$ cat config.mk
export PLATFORM = sky130hd
export DESIGN_NAME = ksa4_expect_delay
export DESIGN_NICKNAME = d
export VERILOG_FILES = /design/src/rtl/ksa4_check_pkg.sv /design/src/rtl/ksa4_expect_delay.sv
export SDC_FILE = /design/constraint.sdc
export NUM_CORES = 1
export LEC_CHECK = 0
export ABC_CLOCK_PERIOD_IN_PS = 1400
export BUFFER_PORTS_ARGS = -buffer_cell sky130_fd_sc_hd__clkbuf_2
export CORE_MARGIN = 3
export CORE_UTILIZATION = 51
export CTS_BUF_LIST = sky130_fd_sc_hd__clkbuf_2
export CTS_CLUSTER_DIAMETER = 200
export DETAILED_ROUTE_END_ITERATION = 16
export PLACE_DENSITY = 0.78
export SYNTH_ARGS = -nofsm -noshare
export SYNTH_HDL_FRONTEND = slang
export SYNTH_SLANG_ARGS = --single-unit
$ cat constraint.sdc
create_clock -name clk -period 1.4 [get_ports clk]
set_clock_uncertainty 0.1 [all_clocks]
set_input_delay 0.28 -clock clk [delete_from_list [all_inputs] [get_ports clk]]
set_output_delay 0.28 -clock clk [all_outputs]
set_load 0.05 [all_outputs]
$ cat src/rtl/ksa4_check_pkg.sv
// Shared types and the golden adder model for the KSA4 result checker.
package ksa4_check_pkg;

  localparam int KSA_W = 4;
  localparam int RES_W = 5;

  typedef enum logic [1:0] {
    ST_IDLE  = 2'd0,
    ST_RUN   = 2'd1,
    ST_DRAIN = 2'd2,
    ST_DONE  = 2'd3
  } state_e;

  // Golden {cout,sum} for the 4-bit adder under test.
  function automatic logic [RES_W-1:0] ksa4_expect(input logic [KSA_W-1:0] a,
                                                   input logic [KSA_W-1:0] b,
                                                   input logic             cin);
    return {1'b0, a} + {1'b0, b} + {{KSA_W{1'b0}}, cin};
  endfunction

endpackage

$ cat src/rtl/ksa4_expect_delay.sv
// DEPTH-deep delay line of tagged expected results, aligned to the adder pipeline.
module ksa4_expect_delay
  import ksa4_check_pkg::*;
#(
  parameter int DEPTH = 4
) (
  input  logic             clk,
  input  logic             rst,
  input  logic             shift_en,
  input  logic             clr,
  input  logic             in_vld,
  input  logic [RES_W-1:0] in_res,
  output logic             tail_vld,
  output logic [RES_W-1:0] tail_res
);

  logic [DEPTH-1:0]            vld_pipe_q, vld_pipe_d;
  logic [DEPTH-1:0][RES_W-1:0] res_pipe_q, res_pipe_d;

  // Next line contents: clear wins, otherwise shift one stage when enabled.
  always_comb begin
    vld_pipe_d = vld_pipe_q;
    res_pipe_d = res_pipe_q;
    if (clr) begin
      vld_pipe_d = '0;
      res_pipe_d = '0;
    end else if (shift_en) begin
      vld_pipe_d[0] = in_vld;
      res_pipe_d[0] = in_res;
      for (int i = 1; i < DEPTH; i++) begin
        vld_pipe_d[i] = vld_pipe_q[i-1];
        res_pipe_d[i] = res_pipe_q[i-1];
      end
    end
  end

  // Line registers; reset discards everything in flight.
  always_ff @(posedge clk) begin
    if (rst) begin
      vld_pipe_q <= '0;
      res_pipe_q <= '0;
    end else begin
      vld_pipe_q <= vld_pipe_d;
      res_pipe_q <= res_pipe_d;
    end
  end

  assign tail_vld = vld_pipe_q[DEPTH-1];
  assign tail_res = res_pipe_q[DEPTH-1];

endmodule

* Word level (Yosys, flattened, before mapping)
Cells that the tools add are included.
W data, S select, Z words.
** Word-level totals
- Bits in registers :: 24
- Input port bits :: 10
- Output and inout bits :: 6
- Word-level logic and storage cells :: 6
** Operators by class
- Reduce and logical (&&, ||, !) cells :: 1
** Operator list (number)
- $reduce_or A2 Y1 :: 1

* Depth between registers and ports, before layout
- Depth in word-level cells :: 1
- Mapped depth :: 4
- Mapped depth without buffers :: 2

* Worst setup path before layout
OpenSTA, ideal clock, no wires.
- Kind :: input-to-reg
- Start point :: input shift_en
- End point :: register vld_pipe_q[3]
- Library setup time :: 116 ps
- Data arrival time :: 831 ps
- Slack :: 354 ps
- Stages :: 4
- Buffers on the path :: 2
- Cells stage by stage :: buf_4 buf_4 mux2i_1 nor2_1
** RTL lines
- start, declared :: RTL line ksa4_expect_delay.sv:9 : input logic shift_en,
- end signal, assigned :: RTL line ksa4_expect_delay.sv:43 : vld_pipe_q <= vld_pipe_d;
- end, declared :: RTL line ksa4_expect_delay.sv:17 : logic [DEPTH-1:0] vld_pipe_q, vld_pipe_d;

* Final worst setup path
- Start point :: register res_pipe_q, in the netlist tail_res[0]
- End point :: output tail_res[0]
** RTL lines
- start, declared :: RTL line ksa4_expect_delay.sv:18 : logic [DEPTH-1:0][RES_W-1:0] res_pipe_q, res_pipe_d;
- start signal, assigned :: RTL line ksa4_expect_delay.sv:44 : res_pipe_q <= res_pipe_d;
- end, declared :: RTL line ksa4_expect_delay.sv:14 : output logic [RES_W-1:0] tail_res
No word-level cell between the ends.

==> flow_metrics.tcl <==
set metrics [dict create \
    status "completed" \
    cts_tree "done" \
    overflow 0 \
    yosys.area.top_type "dfxtp_1" \
    synth_nets 94 \
    hold_viol_final 0 \
    clock.fmax_ghz 0.7522 \
    clock_path_buffers 2 \
    placed_area_sq_um 942.2 \
    met1_usage_pct 15.83 \
    maxSlewHeadroom_pct 50.22 \
    crit_fanout 2 \
    final_area_sq_um 970.9 \
    period_share_pct 94.96 \
    core_area_sq_um 1594 \
    cpMaxStageDelayCell "dfxtp_1" \
    synth_area_sq_um 904.6 \
    ys_top_cells_by_area "dfxtp_1, mux2i_1, nor2_1, buf_4, buf_6" \
    ir_drop_mv 0.6184 \
    clock_sinks 24 \
    power_mw 1.014 \
    grt_pass1_vias 464 \
    grt_pass1_wl_mm 1.883 \
    path_class "reg2out" \
    internal-power_uw 789.3 \
    fin_crit_ns 1.329 \
    nets 104 \
    p_switching_uw 225.1 \
    startpoint_type "register" \
    busiest_layer "met2" \
    antenna_found_initial 0 \
    pwr-share-clk_pct 24.5 \
    cts_hold_buf 0 \
    cts_root_buf "clkbuf_2" \
    cellLeakagePower_nw 0.4433 \
    rsz0062_at_grt "no" \
    grt_max_degree 25 \
    antenna_cells 0 \
    swShare_pct 22.19 \
    fin_tns_setup_ns 0 \
    clk_latency_ns 0.32 \
    power_frac_comb_pct 7.0 \
    io_buffers 15 \
    clk_pin_slew_ns 0.21 \
    max_cap_violations 0 \
    vias_per_cell 4.598 \
    use_met3_pct 3.321 \
    crit_buf_inv 1 \
    ys_seq_area_share_pct 53.11 \
    start_util_pct 56.75 \
    grtUsageTotal_pct 12.27 \
    synth_cells 84 \
    setup_viol 0 \
    slew_viol_final 0 \
    avgSynthCellArea_sq_um 10.77 \
    routedWlPerCell_microns 9.915 \
    drtAntennaViolNets 0 \
    htree_levels 1 \
    cts_buffers 3 \
    gp_congestion 0.6558 \
    num_rows 14 \
    met2_usage_pct 16.36 \
    power_frac_seq_pct 68.5 \
    drive_gt1_share_pct 20.43 \
    cp_top_family "flip-flops" \
    drt_drc_violations_left 0 \
    tightest_slew_ns 0.7466 \
    die-area_sq_um 2315 \
    endpoint_kind "output pin" \
    worstPathCellList "buf_2" \
    ys_types 7 \
    arrival_ns 0.95 \
    die_w_microns 48.12 \
    area_growth_pct 7.330 \
    die_h_microns 48.12 \
    wl_mm 1.160 \
    io_pins 16 \
    min_path_type "in2reg" \
    worstPathRequired_ns 1.02 \
    synth_top_area_share_pct 53.11 \
    dr.pass1.iters 4 \
    crit_path_max_incr_delay_ns 0.37 \
    yosys_warnings 0 \
    drt_iter0_markers 3 \
    ys_seq_elements 24 \
    p_per_area_nw_per_um2 1045 \
    vias 538 \
]
==> final cells by class <==
type	instances	area (sq um)
Timing Repair Buffer	16	105.1
Fill cell	146	623.1
Clock buffer	3	15.01
Multi-Input combinational cell	49	336.6
Tap cell	24	30.03
Sequential cell	24	480.5
Clock inverter	1	3.754
==> synthesized netlist by cell type <==
master / count
clkbuf_2: 1
nor2_1: 24
buf_4: 8
buf_6: 2
dfxtp_1: 24
mux2i_1: 24
or2_1: 1
==> repair_timing <==
action,in CTS,in global routing
resized for setup,0,10
setup buffers,0,0
setup endpoints to repair,0,6
==> power by group through the flow <==
stage                     clock network, mW  registers [mW]  logic [mW]
after floorplan                           0           0.708      0.0594
after global placement                    0           0.709      0.0703
after detailed placement                  0           0.709      0.0712
after CTS                             0.263           0.695      0.0714
after global routing                  0.284           0.697      0.0779
final                                 0.249           0.695      0.0705
==> flip-flops by register name, summed over array words and instances, names as in the netlist <==
signal      flops
tail_res        5
vld_pipe_q      4
res_pipe_q     15
==> worst register-to-register path, cell delays in order, from the launching register on <==
cell	delay (ns)
dfxtp_1	0.36
mux2i_1	0.16
nor2_1	0.06
==> cell usage in the layout, fill, tap and decap left out <==
cell type,n
mux2i_1,24
nor2_1,24
dfxtp_1,24
clkbuf_2,12
clkbuf_4,4
buf_2,2
or2_1,1
clkinv_1,1
buf_12,1
==> path summary, 6_finish.rpt <==
path	from	depth (start not counted)	slack (ns)	end
setup / recovery	tail_res[0]	1	0.07	tail_res[0]
hold / removal	in_res[3]	3	0.08	res_pipe_q[3]
setup reg to reg	vld_pipe_q[2]	2	0.61	vld_pipe_q[3]
hold reg to reg	tail_res[2]	2	0.42	tail_res[2]
==> cells by family (layout without fill, tap and decap cells) <==
| group | count (synthesis) | count (layout) | synth area share (%) |
|---|---|---|---|
| buf+inv | 11 | 20 | 9.681 |
| mux | 24 | 24 | 26.56 |
| flops | 24 | 24 | 53.11 |
| simple gates | 25 | 25 | 10.65 |
==> routing by layer <==
metal	part of all wire (%)	vias up
met5	0	-
met4	3.0	0
met3	3.8	4
met2	45	12
met1	48	239
li1	-	283
==> through the flow <==
stage	instances	setup slack, ns	util (%)	hold WS (ns)
2_1_floorplan	84	0.3536	-	0.3272
3_3_place_gp	113	0.1083	59.11	0.3698
3_5_place_dp	113	0.09585	59.11	0.3791
4_1_cts	117	0.02001	60.28	0.06558
5_1_grt	117	0.005476	60.91	0.05520
6_report	117	0.07057	60.91	0.08130
Power figures use the tool's default switching activity.
